### src/rtl/uart_mmio_pkg.sv
// Shared constants for the UART bus front end: register map, STATUS/CTRL bit
// positions and the transmit launcher state encoding.
package uart_mmio_pkg;

    localparam logic [1:0] REG_DATA   = 2'd0;
    localparam logic [1:0] REG_STATUS = 2'd1;
    localparam logic [1:0] REG_CTRL   = 2'd2;
    localparam logic [1:0] REG_RSVD   = 2'd3;

    localparam int ST_RX_NEMPTY = 0;
    localparam int ST_TX_FULL   = 1;
    localparam int ST_TX_EMPTY  = 2;
    localparam int ST_TX_BUSY   = 3;
    localparam int ST_RXOVR     = 4;
    localparam int ST_TXOVF     = 5;
    localparam int ST_LAUNCH    = 6;

    localparam int CTRL_FLUSH = 0;
    localparam int CTRL_RXIE  = 1;
    localparam int CTRL_TXIE  = 2;

    typedef enum logic {
        L_IDLE = 1'b0,
        L_WAIT = 1'b1
    } launch_state_e;

endpackage

### src/rtl/uart_mmio_fifo.sv
// Small synchronous FIFO with flush; a push into a full FIFO is accepted only
// when a pop happens in the same cycle, a pop from an empty FIFO is ignored.
module uart_mmio_fifo #(
    parameter int DEPTH = 4,
    parameter int WIDTH = 8
) (
    input  logic             CLK,
    input  logic             RESET,
    input  logic             push,
    input  logic             pop,
    input  logic             flush,
    input  logic [WIDTH-1:0] din,
    output logic [WIDTH-1:0] dout,
    output logic             full,
    output logic             empty
);

    localparam int PW = $clog2(DEPTH);
    localparam logic [PW-1:0] PTR_ONE  = PW'(1);
    localparam logic [PW:0]   CNT_ONE  = (PW + 1)'(1);
    localparam logic [PW:0]   CNT_FULL = (PW + 1)'(DEPTH);

    logic [PW-1:0]    wr_ptr_q, wr_ptr_d;
    logic [PW-1:0]    rd_ptr_q, rd_ptr_d;
    logic [PW:0]      count_q, count_d;
    logic [WIDTH-1:0] mem_q [DEPTH];
    logic [WIDTH-1:0] mem_d [DEPTH];
    logic             do_push, do_pop;

    assign full    = (count_q == CNT_FULL);
    assign empty   = (count_q == '0);
    assign dout    = mem_q[rd_ptr_q];
    assign do_pop  = pop & ~empty;
    assign do_push = push & (~full | do_pop);

    always_comb begin
        mem_d    = mem_q;
        wr_ptr_d = wr_ptr_q;
        rd_ptr_d = rd_ptr_q;
        count_d  = count_q;
        if (flush) begin
            wr_ptr_d = '0;
            rd_ptr_d = '0;
            count_d  = '0;
        end else begin
            if (do_push) begin
                mem_d[wr_ptr_q] = din;
                wr_ptr_d        = wr_ptr_q + PTR_ONE;
            end
            if (do_pop) begin
                rd_ptr_d = rd_ptr_q + PTR_ONE;
            end
            case ({do_push, do_pop})
                2'b10:   count_d = count_q + CNT_ONE;
                2'b01:   count_d = count_q - CNT_ONE;
                default: count_d = count_q;
            endcase
        end
    end

    always_ff @(posedge CLK or negedge RESET) begin
        if (!RESET) begin
            wr_ptr_q <= '0;
            rd_ptr_q <= '0;
            count_q  <= '0;
            for (int i = 0; i < DEPTH; i++) begin
                mem_q[i] <= '0;
            end
        end else begin
            wr_ptr_q <= wr_ptr_d;
            rd_ptr_q <= rd_ptr_d;
            count_q  <= count_d;
            mem_q    <= mem_d;
        end
    end

endmodule

### src/rtl/uart_mmio.sv
// Register-bus front end for the byte UART: TX/RX FIFOs, sticky overflow flags,
// interrupt generation and the launcher that hands queued bytes to the core.
module uart_mmio
    import uart_mmio_pkg::*;
#(
    parameter int DEPTH = 4
) (
    input  logic        CLK,
    input  logic        RESET,
    input  logic [3:0]  ADDR,
    input  logic        WE,
    input  logic        RE,
    input  logic [31:0] WDATA,
    output logic [31:0] RDATA,
    output logic        IRQ,
    output logic [7:0]  U_TXDATA,
    output logic        U_TXSTART,
    input  logic        U_TXBUSY,
    input  logic        U_TXDONE,
    input  logic [7:0]  U_RXDATA,
    input  logic        U_RXDONE
);

    logic [1:0]    reg_idx;
    logic          rd_en;
    logic          wr_data, wr_status, wr_ctrl, rd_data;
    logic          flush, launch;
    logic          tx_full, tx_empty, rx_full, rx_empty, rx_pop;
    logic [7:0]    tx_head, rx_head;
    logic [31:0]   status;
    logic [31:0]   rdata_q, rdata_d;
    logic          rxovr_q, rxovr_d;
    logic          txovf_q, txovf_d;
    logic          rxie_q, rxie_d;
    logic          txie_q, txie_d;
    launch_state_e state_q;
    logic          txstart_q;
    logic [7:0]    txdata_q;
    logic          unused_bits;

    assign unused_bits = ^{ADDR[1:0], WDATA[31:8]};

    assign reg_idx   = ADDR[3:2];
    assign rd_en     = RE & ~WE;
    assign wr_data   = WE & (reg_idx == REG_DATA);
    assign wr_status = WE & (reg_idx == REG_STATUS);
    assign wr_ctrl   = WE & (reg_idx == REG_CTRL);
    assign rd_data   = rd_en & (reg_idx == REG_DATA);
    assign flush     = wr_ctrl & WDATA[CTRL_FLUSH];
    assign rx_pop    = rd_data & ~rx_empty;
    assign launch    = (state_q == L_IDLE) & ~tx_empty & ~U_TXBUSY;

    uart_mmio_fifo #(.DEPTH(DEPTH), .WIDTH(8)) u_tx_fifo (
        .CLK   (CLK),
        .RESET (RESET),
        .push  (wr_data),
        .pop   (launch),
        .flush (flush),
        .din   (WDATA[7:0]),
        .dout  (tx_head),
        .full  (tx_full),
        .empty (tx_empty)
    );

    uart_mmio_fifo #(.DEPTH(DEPTH), .WIDTH(8)) u_rx_fifo (
        .CLK   (CLK),
        .RESET (RESET),
        .push  (U_RXDONE),
        .pop   (rx_pop),
        .flush (flush),
        .din   (U_RXDATA),
        .dout  (rx_head),
        .full  (rx_full),
        .empty (rx_empty)
    );

    always_comb begin
        status               = '0;
        status[ST_RX_NEMPTY] = ~rx_empty;
        status[ST_TX_FULL]   = tx_full;
        status[ST_TX_EMPTY]  = tx_empty;
        status[ST_TX_BUSY]   = U_TXBUSY;
        status[ST_RXOVR]     = rxovr_q;
        status[ST_TXOVF]     = txovf_q;
        status[ST_LAUNCH]    = (state_q != L_IDLE);
    end

    // Sticky flags clear on write-1 but a same-cycle overflow must still win.
    always_comb begin
        rxovr_d = rxovr_q;
        txovf_d = txovf_q;
        rxie_d  = rxie_q;
        txie_d  = txie_q;
        if (wr_status && WDATA[ST_RXOVR]) rxovr_d = 1'b0;
        if (wr_status && WDATA[ST_TXOVF]) txovf_d = 1'b0;
        if (U_RXDONE && rx_full && !rx_pop) rxovr_d = 1'b1;
        if (wr_data && tx_full && !launch) txovf_d = 1'b1;
        if (wr_ctrl) begin
            rxie_d = WDATA[CTRL_RXIE];
            txie_d = WDATA[CTRL_TXIE];
        end
    end

    always_comb begin
        rdata_d = rdata_q;
        if (rd_en) begin
            case (reg_idx)
                REG_DATA:   rdata_d = rx_empty ? 32'd0 : {24'd0, rx_head};
                REG_STATUS: rdata_d = status;
                REG_CTRL:   rdata_d = {29'd0, txie_q, rxie_q, 1'b0};
                REG_RSVD:   rdata_d = 32'd0;
                default:    rdata_d = 32'd0;
            endcase
        end
    end

    always_ff @(posedge CLK or negedge RESET) begin
        if (!RESET) begin
            rdata_q <= '0;
            rxovr_q <= 1'b0;
            txovf_q <= 1'b0;
            rxie_q  <= 1'b0;
            txie_q  <= 1'b0;
        end else begin
            rdata_q <= rdata_d;
            rxovr_q <= rxovr_d;
            txovf_q <= txovf_d;
            rxie_q  <= rxie_d;
            txie_q  <= txie_d;
        end
    end

    always_ff @(posedge CLK or negedge RESET) begin
        if (!RESET) begin
            state_q   <= L_IDLE;
            txstart_q <= 1'b0;
            txdata_q  <= '0;
        end else begin
            txstart_q <= 1'b0;
            case (state_q)
                L_IDLE: begin
                    if (launch) begin
                        state_q   <= L_WAIT;
                        txstart_q <= 1'b1;
                        txdata_q  <= tx_head;
                    end
                end
                L_WAIT: begin
                    if (U_TXDONE) state_q <= L_IDLE;
                end
                default: state_q <= L_IDLE;
            endcase
        end
    end

    assign RDATA     = rdata_q;
    assign U_TXSTART = txstart_q;
    assign U_TXDATA  = txdata_q;
    assign IRQ       = (rxie_q & ~rx_empty) | (txie_q & tx_empty & (state_q == L_IDLE));

endmodule

### config.mk
export PLATFORM = sky130hd
export DESIGN_NAME = uart_mmio
export DESIGN_NICKNAME = d
export VERILOG_FILES = /design/src/rtl/uart_mmio_pkg.sv /design/src/rtl/uart_mmio_fifo.sv /design/src/rtl/uart_mmio.sv
export SDC_FILE = /design/constraint.sdc
export NUM_CORES = 1
export LEC_CHECK = 0
export CORE_ASPECT_RATIO = 0.5
export CORE_MARGIN = 5
export CORE_UTILIZATION = 35
export CTS_BUF_LIST = sky130_fd_sc_hd__clkbuf_4 sky130_fd_sc_hd__clkbuf_8 sky130_fd_sc_hd__clkbuf_16
export DETAILED_ROUTE_END_ITERATION = 7
export GPL_TIMING_DRIVEN = 1
export HOLD_SLACK_MARGIN = 0.03
export PLACE_DENSITY = 0.61
export SLEW_MARGIN = 10
export SYNTH_ARGS = -nofsm -noshare
export SYNTH_HDL_FRONTEND = slang
export SYNTH_SLANG_ARGS = --single-unit
export TNS_END_PERCENT = 10
### constraint.sdc
create_clock -name CLK -period 4 [get_ports CLK]
set_input_delay 0.4 -clock CLK [delete_from_list [all_inputs] [get_ports CLK]]
set_output_delay 0.4 -clock CLK [all_outputs]
set_load 0.005 [all_outputs]
==> results of run 1 <==
-- worst max-delay path, delay by kind of cell --
family          cells  cell delay [ns]
simple gates        4             1.40
buf+inv             1             0.70
compound gates      1             0.17
fa+ha+maj           1             0.48
-- layer usage --
layer  vias up  share of wire (%)  global-route usage [%]
met5         -                  0                       0
met4         0               0.55                    2.89
met3         4                4.5                    3.30
met2        62                 48                    19.2
met1      1466                 47                    16.5
li1       1343                  -                       -
-- how the worst min path moves through the flow --
stage / slack, ns / to / from
detailed placement: 0.48 / RDATA[2] / RDATA[2]
finish: 0.23 / U_TXDATA[6] / RESET
CTS: 0.29 / U_TXDATA[6] / RESET
global placement: 0.47 / RDATA[6] / RDATA[6]
global route: 0.33 / u_tx_fifo.mem_q[6] / RESET
floorplan: 0.10 / RDATA[0] / RESET
-- kinds of logic after synthesis --
logic type | Yosys count | synth area share, %
flip-flops | 100 | 51.0
multiplexers | 93 | 25.3
AND/OR/NAND/NOR | 68 | 8.57
buffers and inverters | 42 | 5.28
AO/OA/AOI/OAI | 37 | 5.84
adder cells (fa/ha/maj) | 10 | 2.86
XOR/XNOR | 6 | 1.07
other | 1 | 0.0764
-- cells in the final DEF, fill, tap and decap left out, types with 3 or more instances in the layout --
master / Yosys / layout
a21oi_1: 3 / 3
a22oi_1: 4 / 4
a32o_1: 4 / 4
buf_4: 24 / 3
clkbuf_16: 0 / 9
clkdlybuf4s50_1: 0 / 41
conb_1: 1 / 24
dfrtp_1: 100 / 100
ha_1: 8 / 8
inv_1: 6 / 6
mux2_2: 69 / 69
mux2_4: 5 / 5
mux2i_1: 3 / 3
mux4_2: 16 / 16
nand2_1: 15 / 15
nand2_2: 4 / 4
nand3_1: 3 / 3
nand3_4: 4 / 4
nor2_1: 9 / 9
nor2b_1: 4 / 4
nor3_1: 12 / 12
nor3b_1: 3 / 3
o21ai_0: 8 / 8
xnor2_1: 4 / 4
-- flip-flops by register name (all words and copies together), names as in the netlist, 2 cells and up --
register / flops
u_tx_fifo.wr_ptr_q: 2
u_rx_fifo.mem_q: 32
u_tx_fifo.mem_q: 32
u_rx_fifo.count_q: 3
U_TXDATA: 8
u_tx_fifo.count_q: 3
u_tx_fifo.rd_ptr_q: 2
RDATA: 8
u_rx_fifo.wr_ptr_q: 2
u_rx_fifo.rd_ptr_q: 2
-- layout make-up --
cell class	instances	area share, %
inverters	6	0.391
flip-flops and latches	100	43.5
repair buffers	44	7.52
clock buffers	10	4.15
multi-input cells	238	38.8
well taps	192	4.17
clock inverters	5	1.48
-- power breakdown --
group	leakage [nW]	switching [mW]	internal (mW)	total, mW
clock network	0.155	0.378	0.565	0.943
registers	1.23	0.362	1.48	1.84
logic	1.05	0.527	0.920	1.45
total	2.44	1.27	2.96	4.23
-- through the flow --
step	std cells	cell area [µm²]	utilization (%)	total power, mW
global route	595	5750	42.2	4.52
floorplan	380	4990	-	2.87
detailed placement	580	5430	39.9	3.32
finish	595	5750	42.2	4.23
CTS	595	5750	42.2	4.28
global placement	580	5430	39.9	3.27
==> reports/qor.csv, run 1 <==
stage;metric;value;unit
detailed_routing;avgViaCountPerCell;4.83;
detailed_routing;vias;2875;
yosys;synth_top_area_share;51.0;%
setup_path;start_kind;primary input;
setup_path;crit_required;4.26;ns
layout;antennaDiodeCount;0;
clocking;clock_sinks;100;
detailed_routing;drt-wirelength-per-cell;16.1;µm
detailed_routing;drc_errors;0;
layout;seq_area;0.00250;mm²
timing;worst_pin_slew;1.06;ns
timing;skew;0.00859;ns
die;initial_core_util;36.0;%
detailed_routing;dr.pass1.iters;5;
timing;rsz0062_at_grt;no;
yosys;yosysMostFrequentCell;dfrtp_1;
timing;final.setup.tns;0;ns
setup_path;crit_fanout;10;
run_status;outcome;complete, no violations;
global_routing;grt_max_degree;85;
timing;fmax;346;MHz
global_routing;grt_usage;12.1;%
power_and_ir_drop;ir_worst_vdd;0.227;mV
yosys;postSynthCellCount;357;
die;core;0.0136;mm²
timing;fin_ws;1.11;ns
yosys;ys_types;52;
layout;nets;460;
yosys;synthTopCellsByCount;dfrtp_1, mux2_2, buf_4, mux4_2, nand2_1;
power_and_ir_drop;power_density;735;mW/mm²
clocking;clk_pin_slew;0.07;ns
die;ios;93;
global_routing;grt_overflow_total;0;
power_and_ir_drop;p_leak;2.44;nW
setup_path;worst-r2r-setup-slack;1.56;ns
timing;period_share;72.4;%
clocking;cts.hold.buffers_added;0;
setup_path;cp_cell_sequence;clkdlybuf4s50_1, nor3b_1, nor3_1, fa_1, and3_1, or3b_2, a31oi_1;
setup_path;cpMaxStageDelayCell;clkdlybuf4s50_1;
die;rows;30;
global_routing;grt_pass1_wl;15700;µm
placement;numPortBuffers;42;
clocking;cts_root_buffer;clkbuf_16;
yosys;synthArstFlopShare;100;%
job;max_cap_viol_count;0;
yosys;ys.flop_type;dfrtp_1;
placement;pre_cts_slack;0.797;ns
yosys;synth_area;0.00491;mm²
timing;whs;0.225;ns
layout;multiInputGateArea;0.00223;mm²
timing;setup_viol;0;
detailed_routing;ant_nets;0;
die;dieArea;0.0166;mm²
setup_path;worst-r2r-cell-count;6;
clocking;clockBufferDepth;2;
clocking;h-tree-depth;3;
global_routing;grt_pass1_vias;2951;
timing;finalHoldViolations;0;
clocking;cts-buffers-inserted;9;
yosys;synth_area_leaders;dfrtp_1, mux2_2, mux4_2, buf_4, ha_1;
setup_path;slowest_delay;0.70;ns
setup_path;reg2reg_from;state_q;
die;fp.dieW;177;µm
setup_path;r2r-end;u_tx_fifo.count_q[2];
yosys;yosys_warnings;0;
clocking;post_cts_buffers;0;
placement;gp_congestion;0.780;
clocking;cts_resized;0;
timing;slew_viol_final;0;
yosys;synth_edf_count;0;
yosys;post-synth-top-area-cell;dfrtp_1;
die;die_h;93.7;µm
clocking;clk_latency;0.35;ns
yosys;ys_seq_area_share;51.0;%
detailed_routing;drtIter0Drc;178;
worst_hold_path;hold_class;in -> async;
layout;synthToLayoutAreaGrowth;17.3;%
clocking;cts_tree;built;
setup_path;setup.worst_path.start;WE;
setup_path;worstSetupEndpointType;flip-flop;
layout;fillCellCount;1281;
detailed_routing;drt_wl_total;9560;µm
yosys;syn_area_per_cell;13.7;µm²
timing;fin_crit;2.89;ns
setup_path;crit_path_end;u_tx_fifo.count_q[2];
global_routing;antenna_found_initial;0;
layout;drive_above_1_share;31.0;%
timing;max_slew_margin;29.0;%
setup_path;critPathArrivalTime;3.15;ns
yosys;synth-seq-cells;100;
placement;hpwlAfterDp;6580;µm
setup_path;worst-setup-path-type;in -> reg;
(Power assumes the default switching activity.)
==> run 2, diff against run 1 <==
--- a/config.mk
+++ b/config.mk
@@ -12,7 +12,7 @@
 export DETAILED_ROUTE_END_ITERATION = 7
 export GPL_TIMING_DRIVEN = 1
 export HOLD_SLACK_MARGIN = 0.03
-export PLACE_DENSITY = 0.61
+export PLACE_DENSITY = 0.64
 export SLEW_MARGIN = 10
 export SYNTH_ARGS = -nofsm -noshare
 export SYNTH_HDL_FRONTEND = slang
==> constraint.sdc (replaced) <==
create_clock -name CLK -period 2.4 [get_ports CLK]
set_input_delay 0.24 -clock CLK [delete_from_list [all_inputs] [get_ports CLK]]
set_output_delay 0.24 -clock CLK [all_outputs]
set_load 0.005 [all_outputs]
==> reports/qor.csv, run 2 (same netlist as run 1, synthesis figures left out) <==
stage;metric;value;unit;change
timing;period_share;94.5;%;
layout;reg.largest.list;u_rx_fifo.mem_q (32), u_tx_fifo.mem_q (32);;unchanged
clocking;clk_latency;0.34;ns;was 0.35 ns
power_and_ir_drop;p_leak;2.55;nW;was 2.44 nW
timing;slew_viol_final;0;;unchanged
detailed_routing;drt-wirelength-per-cell;15.6;µm;was 16.1 µm
die;die_h;93.7;µm;unchanged
setup_path;worst-setup-path-type;reg -> out;;was in -> reg
global_routing;grt_max_degree;101;;was 85
layout;seq_area;0.00250;mm²;unchanged
placement;gp_congestion;0.835;;was 0.780
power_and_ir_drop;power;7.08;mW;was 4.23 mW
timing;rsz0062_at_grt;no;;unchanged
die;rows;30;;unchanged
setup_path;crit_required;2.16;ns;was 4.26 ns
clocking;cts-buffers-inserted;9;;unchanged
setup_path;cp_cell_sequence;or3_1, a32o_1, clkdlybuf4s50_1;;was clkdlybuf4s50_1, nor3b_1, nor3_1, fa_1, and3_1, or3b_2, a31oi_1
detailed_routing;ant_nets;0;;unchanged
layout;multiInputGateArea;0.00224;mm²;was 0.00223 mm²
detailed_routing;avgViaCountPerCell;4.82;;was 4.83
timing;finalHoldViolations;0;;unchanged
detailed_routing;dr.pass1.iters;4;;was 5
die;initial_core_util;36.0;%;unchanged
placement;place_area;0.00559;mm²;was 0.00543 mm²
die;dieArea;0.0166;mm²;unchanged
run_status;outcome;complete, no violations;;unchanged
placement;hpwlAfterDp;6810;µm;was 6580 µm
global_routing;grt_usage;12.1;%;about the same
layout;synthToLayoutAreaGrowth;20.8;%;was 17.3%
layout;nets;481;;was 460
timing;max_slew_margin;58.8;%;was 29.0%
global_routing;grt_overflow_total;0;;unchanged
setup_path;start_kind;flip-flop;;was primary input
worst_hold_path;hold_class;in -> async;;unchanged
timing;setup_viol;0;;unchanged
die;ios;93;;unchanged
timing;skew;0.00705;ns;was 0.00859 ns
clocking;h-tree-depth;3;;unchanged
setup_path;crit_fanout;9;;was 10
clocking;cts_tree;built;;unchanged
layout;layout_commonest_cell;dfrtp_1;;unchanged
job;max_cap_viol_count;0;;unchanged
detailed_routing;drc_errors;0;;unchanged
timing;fin_crit;2.27;ns;
setup_path;slowest_delay;0.50;ns;was 0.70 ns
clocking;clock_sinks;100;;unchanged
placement;numPortBuffers;42;;unchanged
power_and_ir_drop;power_density;1200;mW/mm²;was 735 mW/mm²
power_and_ir_drop;ir_worst_vdd;0.408;mV;was 0.227 mV
placement;place_inst;600;;was 580
global_routing;grt_pass1_wl;16000;µm;was 15700 µm
clocking;clockBufferDepth;2;;unchanged
setup_path;cpMaxStageDelayCell;or3_1;;was clkdlybuf4s50_1
layout;fillCellCount;1268;;was 1281
detailed_routing;drtIter0Drc;160;;was 178
timing;whs;0.475;ns;was 0.225 ns
layout;layout_common_cells;dfrtp_1, mux2_2, clkdlybuf4s50_1;;unchanged
setup_path;critPathArrivalTime;2.03;ns;was 3.15 ns
layout;drive_above_1_share;34.6;%;was 31.0%
die;core;0.0136;mm²;unchanged
detailed_routing;drt_wl_total;9640;µm;was 9560 µm
layout;stdcell_area;0.00593;mm²;was 0.00575 mm²
clocking;clk_pin_slew;0.06;ns;was 0.07 ns
detailed_routing;vias;2972;;was 2875
layout;final_cells;617;;was 595
global_routing;antenna_found_initial;0;;unchanged
die;fp.dieW;177;µm;unchanged
global_routing;grt_pass1_vias;3104;;was 2951
layout;antennaDiodeCount;0;;unchanged
clocking;cts_root_buffer;clkbuf_16;;unchanged
setup_path;worstSetupEndpointType;output pin;;was flip-flop
timing;worst_pin_slew;0.618;ns;was 1.06 ns
timing;fmax;441;MHz;
==> run 2: cell count changes in the layout (fill, tap and decap cells not counted), sizes merged <==
| cell | previous run | this run |
|---|---|---|
| dlygate4sd3 | 0 | 1 |
| clkinv | 1 | 2 |
| bufinv | 2 | 1 |
| clkinvlp | 1 | 0 |
| clkbuf | 10 | 13 |
| inv | 7 | 6 |
| buf | 3 | 23 |
==> run 2: layer usage <==
layer | vias to the layer above | GRT usage, % | part of all wire, %
met2 | 58 | 19.8 | 48
met4 | 0 | 3.54 | 1.7
li1 | 1377 | - | -
met5 | - | 0 | 0
met1 | 1521 | 15.8 | 45
met3 | 16 | 3.66 | 5.1
==> run 2: worst max-delay path, delay by kind of cell, from the launching register on <==
kind	cells	cell delay (ns)
simple gates	1	0.50
buf+inv	1	0.44
flops	1	0.48
compound gates	1	0.26
==> run 2: layout make-up <==
class / instances / area share (%)
Sequential cell: 100 / 42.2
Multi-Input combinational cell: 238 / 37.8
Timing Repair Buffer: 65 / 10.2
Clock buffer: 13 / 4.62
Tap cell: 192 / 4.05
Clock inverter: 3 / 0.739
Inverter: 6 / 0.380
==> run 2: what timing repair did <==
| item | 4_1_cts | 5_1_grt |
|---|---|---|
| buffers inserted | 0 | 0 |
| gates resized for setup | 0 | 1 |
| hold endpoints to repair | 100 | 0 |
| setup endpoints to repair | 0 | 1 |
| hold buffers | 1 | 0 |
==> run 2: final timing paths <==
path / to / from / depth (start not counted) / slack (ns)
setup / recovery: IRQ / u_rx_fifo.count_q[0] / 3 / 0.13
hold / removal: U_TXDATA[3] / RESET / 3 / 0.48
setup reg to reg: u_tx_fifo.count_q[2] / u_tx_fifo.count_q[0] / 6 / 0.21
hold reg to reg: RDATA[2] / RDATA[2] / 2 / 0.49
max in group asynchronous: u_rx_fifo.mem_q[31] / RESET / 3 / 1.49
min in group CLK: RDATA[2] / RDATA[2] / 2 / 0.49
==> run 2: per-stage QoR <==
step / TNS, ns / setup slack [ns] / utilization, %
after floorplan: 0 / 0.0180 / -
after global placement: -0.602 / -0.215 / 41.0
after detailed placement: -1.44 / -0.280 / 41.0
after CTS: 0 / 0.0645 / 43.5
after global routing: 0 / 0.0507 / 43.5
final: 0 / 0.132 / 43.5
==> run 2: report_power, final <==
part	leakage (nW)	internal, mW	switching [mW]	total [mW]
Sequential	1.23	2.46	0.589	3.05
Clock	0.159	0.906	0.607	1.51
Combinational	1.16	1.60	0.915	2.52
Total	2.55	4.97	2.11	7.08
